## src/rtl/ssram_ctrl.sv

```systemverilog
// SSRAM controller: valid/ready requests onto a 1-cycle-latency SRAM,
// read data bypasses to the initiator or parks in a 2-entry response FIFO.
module ssram_ctrl #(
    parameter int WIDTH     = 32,
    parameter int ADDR_BITS = 16
) (
    input  logic                 clk,
    input  logic                 rst,
    input  logic                 req_valid,
    output logic                 req_ready,
    input  logic                 req_write,
    input  logic [ADDR_BITS-1:0] req_addr,
    input  logic [WIDTH-1:0]     req_wdata,
    input  logic [WIDTH/8-1:0]   req_be,
    output logic                 rsp_valid,
    input  logic                 rsp_ready,
    output logic [WIDTH-1:0]     rsp_rdata,
    output logic                 idle,
    output logic [ADDR_BITS-1:0] mem_address,
    output logic [WIDTH-1:0]     mem_write_data,
    output logic [WIDTH/8-1:0]   mem_write_byte_enable,
    output logic                 mem_write_enable,
    output logic                 mem_read_enable,
    input  logic [WIDTH-1:0]     mem_read_data
);

    logic             in_flight;
    logic [WIDTH-1:0] fifo_q [2];
    logic             rd_ptr;
    logic             wr_ptr;
    logic [1:0]       count;
    logic [1:0]       occupancy;
    logic             fifo_empty;
    logic             hs;
    logic             push;
    logic             pop;

    assign fifo_empty = (count == 2'd0);
    assign occupancy  = count + {1'b0, in_flight};
    assign req_ready  = rst && (occupancy < 2'd2);
    assign idle       = (occupancy == 2'd0);
    assign hs         = req_valid && req_ready;

    assign mem_address           = req_addr;
    assign mem_write_data        = req_wdata;
    assign mem_write_byte_enable = req_be;
    assign mem_write_enable      = hs && req_write;
    assign mem_read_enable       = hs && !req_write;

    // FIFO head has priority; returning data is only shown directly when FIFO is empty
    assign rsp_valid = !fifo_empty || in_flight;
    always_comb begin
        rsp_rdata = '0;
        if (!fifo_empty)
            rsp_rdata = fifo_q[rd_ptr];
        else if (in_flight)
            rsp_rdata = mem_read_data;
    end

    assign pop  = !fifo_empty && rsp_ready;
    assign push = in_flight && !(fifo_empty && rsp_ready);

    always_ff @(posedge clk or negedge rst) begin
        if (!rst) begin
            in_flight <= 1'b0;
            rd_ptr    <= 1'b0;
            wr_ptr    <= 1'b0;
            count     <= 2'd0;
            fifo_q[0] <= '0;
            fifo_q[1] <= '0;
        end else begin
            in_flight <= hs && !req_write;
            if (push) begin
                fifo_q[wr_ptr] <= mem_read_data;
                wr_ptr         <= ~wr_ptr;
            end
            if (pop)
                rd_ptr <= ~rd_ptr;
            count <= count + {1'b0, push} - {1'b0, pop};
        end
    end

endmodule

```

## config.mk

```make
export PLATFORM = sky130hd
export DESIGN_NAME = ssram_ctrl
export DESIGN_NICKNAME = d
export VERILOG_FILES = /design/src/rtl/ssram_ctrl.sv
export SDC_FILE = /design/constraint.sdc
export NUM_CORES = 1
export LEC_CHECK = 0
export ABC_CLOCK_PERIOD_IN_PS = 3200
export CAP_MARGIN = 10
export CORE_MARGIN = 5
export CORE_UTILIZATION = 35
export DETAILED_ROUTE_END_ITERATION = 8
export DONT_BUFFER_PORTS = 1
export GPL_ROUTABILITY_DRIVEN = 1
export PLACE_DENSITY_LB_ADDON = 0.2
export SETUP_SLACK_MARGIN = 0.15
export SLEW_MARGIN = 10
export SYNTH_ARGS = -nofsm -noshare
export SYNTH_HDL_FRONTEND = slang
export SYNTH_SLANG_ARGS = --single-unit
```

## constraint.sdc

```tcl
create_clock -name clk -period 3.2 [get_ports clk]
set_clock_uncertainty 0.05 [all_clocks]
set_input_delay 0.96 -clock clk [delete_from_list [all_inputs] [get_ports clk]]
set_output_delay 0.96 -clock clk [all_outputs]
set_load 0.03 [all_outputs]
```

==> results.ini, run 1 <==
[critical_path]
r2r_setup_slack_ps = 1260
worst_setup_path_end_kind = output port
cp.arrival_ps = 1840
crit_fanout = 35
required_ps = 2190
critical_path_class = reg2out
startpoint_type = flop

[place]
io_buffers = 0
detailed_place_hpwl_mm = 5.380
gp_congestion = 0.6884

[cells_and_area]
regArea_um2 = 1728
antenna_cells = 0
drive_gt1_frac = 0.4032
area_delta_synth_final_pct = 6.590
fin_nets = 399
multi_input_area_um2 = 1778
fill_cells = 1103

[floorplan]
fp.coreArea_um2 = 11370
fp-row-count = 39
io_pins = 178
die_y_um = 117.2
initial_core_util = 0.3540
die_w_um = 117.2
die_area_um2 = 13750

[power_and_ir_drop]
powerDensity_nw_per_um2 = 1192
power_leakage_nw = 1.943
ir_worst_vdd_mv = 0.5097
power_mw = 5.115

[clock_network]
path_clk_slew_ps = 60
clock_latency_ps = 320
cts_tree = yes
clock_path_buffers = 2
cts_resized = 0
cts_setup_buffers = 0
cts_buffers = 9
clkSinkCount = 69
ctsHoldBuffers = 0
ctsRootBufferMaster = clkbuf_16
h-tree-depth = 3

[synthesis]
synth_largest_area_cell = dfrtp_1
synth_seq_cells = 69
synth_top_flop_cell = dfrtp_1
synth-edff-count = 0
synth-seq-area-share = 0.4290
ys_types = 24
syn_area_um2 = 4025
async_reset_ff_frac = 1.000
synthCells = 327
syn_area_per_cell_um2 = 12.31
synth.most_common_cell = dfrtp_1
synth_fp_nets = 418
synth_warnings = 0
synth_commonest_cells = dfrtp_1, mux2_4, buf_4
synthDominantCellAreaShare = 0.4290
ys_top_cells_by_area = dfrtp_1, mux2_4, buf_4, mux2i_1, o21ai_0

[detailed_routing]
dr.pass1.iters = 4
drc = 0
ant_nets = 0
routed_wirelength_mm = 8.377
dr.first_iter.drc_count = 85
vias = 2274
via_per_inst = 5.020
wl_per_cell_um = 18.49

[timing]
fin_tns_setup_ps = 0
hold_violations = 0
worst_pin_slew_ps = 596.3
slew_headroom = 0.6010
setup_viol = 0
timing.final.crit_period_ps = 2848
max_freq_mhz = 351.1
fin_crit_sh = 0.8901
whs_ps = 280.1
rsz0062_at_grt = no
maxSlewViolCount = 0

[global_route]
grt_pass1_vias = 2493
grt_first_pass_wirelength_mm = 13.48
grt_start_max_net_pins = 72
grt_usage = 0.1292
grt.overflow.total = 0
antenna_found_initial = 0

[job]
cap_viol_max_count = 0

[status]
outcome = completed

[hold_path]
hp-class = in2async

==> flip-flops by register name, summed over array words and instances (netlist names) <==
name	count
fifo_q	64
count	2
in_flight	1
rd_ptr	1
wr_ptr	1
==> worst max-delay path, cell delays in order (launching register included) <==
cell and delay [ps]:
dfrtp_1 470, nor2_4 370, buf_12 240, nand3_1 90, o21ai_0 120, buf_4 200
==> where the power goes <==
part / internal [mW] / switching [mW] / total (mW)
registers: 1.30 / 0.309 / 1.61
clock network: 0.528 / 0.346 / 0.874
logic: 1.28 / 1.35 / 2.63
==> area by class of cell <==
type,count,share of cell area
inverter,1,0.0008749
sequential,69,0.4027
multi-input combinational,184,0.4144
timing repair buffer,43,0.08107
clock inverter,3,0.003500
tap,143,0.04170
clock buffer,10,0.05570
==> routing by layer <==
layer | up-vias | global-route usage | share of wire
li1 | 1055 | - | -
met1 | 1122 | 0.1695 | 0.46
met2 | 80 | 0.1934 | 0.45
met3 | 17 | 0.04319 | 0.074
met4 | 0 | 0.05810 | 0.018
met5 | - | 0 | 0
==> logic make-up after synthesis <==
family,count (synthesis),synth area share
flops,69,0.4290
mux,97,0.3171
compound gates,36,0.04476
simple gates,46,0.06528
fa+ha+maj,2,0.006216
xor+xnor,3,0.006529
buf+inv,74,0.1312
==> layout by cell type (no fill, tap or decap) <==
master	n
a21oi_1	1
and2_1	1
and3_1	1
buf_12	2
buf_4	41
clkbuf_16	9
clkbuf_8	1
clkinv_2	3
dfrtp_1	68
dfrtp_2	1
ha_1	2
inv_1	1
mux2_2	4
mux2_4	60
mux2i_1	33
nand2_1	2
nand2b_1	2
nand3_1	33
nor2_1	1
nor2_4	3
nor2b_1	1
nor3b_4	1
nor4bb_1	1
o21ai_0	35
xnor2_1	3
==> metrics by stage <==
stage | util | worst slack, ps | std cells | instance area, um2
2_1_floorplan | - | 555.8 | 327 | 4025
3_3_place_gp | 0.3550 | 689.6 | 440 | 4036
3_5_place_dp | 0.3550 | 662.0 | 440 | 4036
4_1_cts | 0.3774 | 291.7 | 453 | 4290
5_1_grt | 0.3774 | 172.0 | 453 | 4290
6_report | 0.3774 | 351.6 | 453 | 4290
==> path summary, 6_finish.rpt <==
check,startpoint,end,cells past startpoint
worst max-delay path,count[1]$_DFF_PN0_,rsp_rdata[11],5
worst min-delay path,rst,fifo_q[9]$_DFFE_PN0P_,0
worst max register to register,in_flight$_DFF_PN0_,fifo_q[63]$_DFFE_PN0P_,5
worst min register to register,fifo_q[25]$_DFFE_PN0P_,fifo_q[25]$_DFFE_PN0P_,1
max in group asynchronous,rst,fifo_q[32]$_DFFE_PN0P_,0
min in group clk,fifo_q[25]$_DFFE_PN0P_,fifo_q[25]$_DFFE_PN0P_,1
No activity file was read; power rests on OpenSTA's default activity.
==> inputs of run 2 (changes only) <==
CORE_UTILIZATION = 60   (was 35)
PLACE_DENSITY = 0.83   (was not set)
PLACE_DENSITY_LB_ADDON = not set   (was 0.2)
SLEW_MARGIN = not set   (was 10)
==> results.ini, run 2 (same netlist as run 1, synthesis figures left out) <==
[timing]
fin_tns_setup_ps = 0
rsz0062_at_grt = yes
setup_viol = 0
max_freq_mhz = 345.5
whs_ps = 271.4
timing.final.crit_period_ps = 2894
maxSlewViolCount = 0
worst_pin_slew_ps = 596.4
slew_headroom = 0.6009
fin_crit_sh = 0.9045
hold_violations = 0

[cells_and_area]
regArea_um2 = 1728
final_core_util = 0.6497
reg_top3 = fifo_q x64, count x2
final_common_cell = dfrtp_1
largest_reg_flops = 64
fin_nets = 400
fill_cells = 467
drive_gt1_frac = 0.4076
final_cell_mix = dfrtp_1, mux2_4, buf_4
antenna_cells = 0
multi_input_area_um2 = 1778
area_delta_synth_final_pct = 3.668
registers.top_by_ff_count = fifo_q

[clock_network]
ctsRootBufferMaster = clkbuf_8
ctsHoldBuffers = 0
path_clk_slew_ps = 70
clock_latency_ps = 320
h-tree-depth = 3
clock_path_buffers = 2
clkSinkCount = 69
cts_setup_buffers = 0
cts_buffers = 9
cts_resized = 0
cts_tree = yes

[place]
gp_congestion = 0.7009
detailed_place_hpwl_mm = 5.098
io_buffers = 0

[power_and_ir_drop]
power_leakage_nw = 1.923
powerDensity_nw_per_um2 = 1192
ir_worst_vdd_mv = 0.7771
power_mw = 4.973

[global_route]
grt_first_pass_wirelength_mm = 12.31
grt.overflow.total = 0
grt_pass1_vias = 2440
grt_usage = 0.1800
grt_start_max_net_pins = 72
antenna_found_initial = 0

[detailed_routing]
dr.pass1.iters = 4
drc = 0
wl_per_cell_um = 19.14
ant_nets = 0
routed_wirelength_mm = 7.484
vias = 2305
via_per_inst = 5.895
dr.first_iter.drc_count = 132

[floorplan]
initial_core_util = 0.6267
io_pins = 178
fp.coreArea_um2 = 6422
fp-row-count = 29
die_area_um2 = 8447
die_y_um = 91.91
die_w_um = 91.91

[critical_path]
crit_chain = nor2_4 > buf_4 > nand3_1 > o21ai_0 > buf_4
worst_setup_path_end_kind = output port
cp.arrival_ps = 1880
startpoint_type = flop
cp_common_cell = buf_4
slowest_delay_ps = 480
required_ps = 2190
crit_fanout = 20
crit_slowest_cell = dfrtp_1
critical_path_class = reg2out

[job]
cap_viol_max_count = 0

[status]
outcome = completed

[hold_path]
hp-class = in2async

[run 2: cell types whose count changed in the layout (fill, tap and decap cells not counted)]
cell        change
buf_4           +1
bufinv_16       +1
clkbuf_1        +1
clkbuf_16       -9
clkbuf_8       +11
clkinv_2        -2
clkinvlp_4      +1
[run 2: area by class of cell]
cell class | count | area share
Clock buffer | 13 | 0.04048
Multi-Input combinational cell | 184 | 0.4261
Clock inverter | 3 | 0.01019
Inverter | 1 | 0.0008996
Timing Repair Buffer | 44 | 0.08516
Sequential cell | 69 | 0.4141
Tap cell | 77 | 0.02309
[run 2: per-layer routing]
layer	GRT usage	vias up	share of wire
met5	0	-	0
met4	0.08663	0	0.025
met3	0.05401	39	0.079
met2	0.2731	88	0.46
met1	0.2364	1123	0.44
li1	-	1055	-
[run 2: worst paths after layout]
kind                                        start                endpoint  depth (start not counted)  slack, ps
max                            count[0]$_DFF_PN0_           rsp_rdata[17]                          5        310
min                                           rst  fifo_q[59]$_DFFE_PN0P_                          0        270
max reg2reg                   in_flight$_DFF_PN0_  fifo_q[32]$_DFFE_PN0P_                          5       1330
min reg2reg                fifo_q[15]$_DFFE_PN0P_  fifo_q[15]$_DFFE_PN0P_                          1        460
max in group asynchronous                     rst  fifo_q[36]$_DFFE_PN0P_                          0       2710
min in group clk           fifo_q[15]$_DFFE_PN0P_  fifo_q[15]$_DFFE_PN0P_                          1        460
[run 2: worst max-delay path: cells and delay by family (launching register included)]
kind / cells / cell delay, ps
buffers and inverters: 2 / 460
AOI/OAI and AO/OA: 1 / 100
DFF: 1 / 480
and+or+nand+nor: 2 / 530
[run 2: power by group]
part / switching, mW / internal [mW] / total [mW] / leakage [nW]
logic: 1.35 / 1.29 / 2.64 / 0.978
registers: 0.307 / 1.30 / 1.61 / 0.840
clock network: 0.305 / 0.423 / 0.728 / 0.106
total: 1.96 / 3.01 / 4.97 / 1.92
[run 2: stage by stage]
| step | area (um2) | instances | setup WS (ps) |
|---|---|---|---|
| after floorplan | 4025 | 327 | 555.8 |
| after global placement | 3961 | 375 | 679.7 |
| after detailed placement | 3961 | 375 | 643.3 |
| after CTS | 4173 | 391 | 279.0 |
| after global routing | 4173 | 391 | 122.6 |
| final | 4173 | 391 | 305.5 |
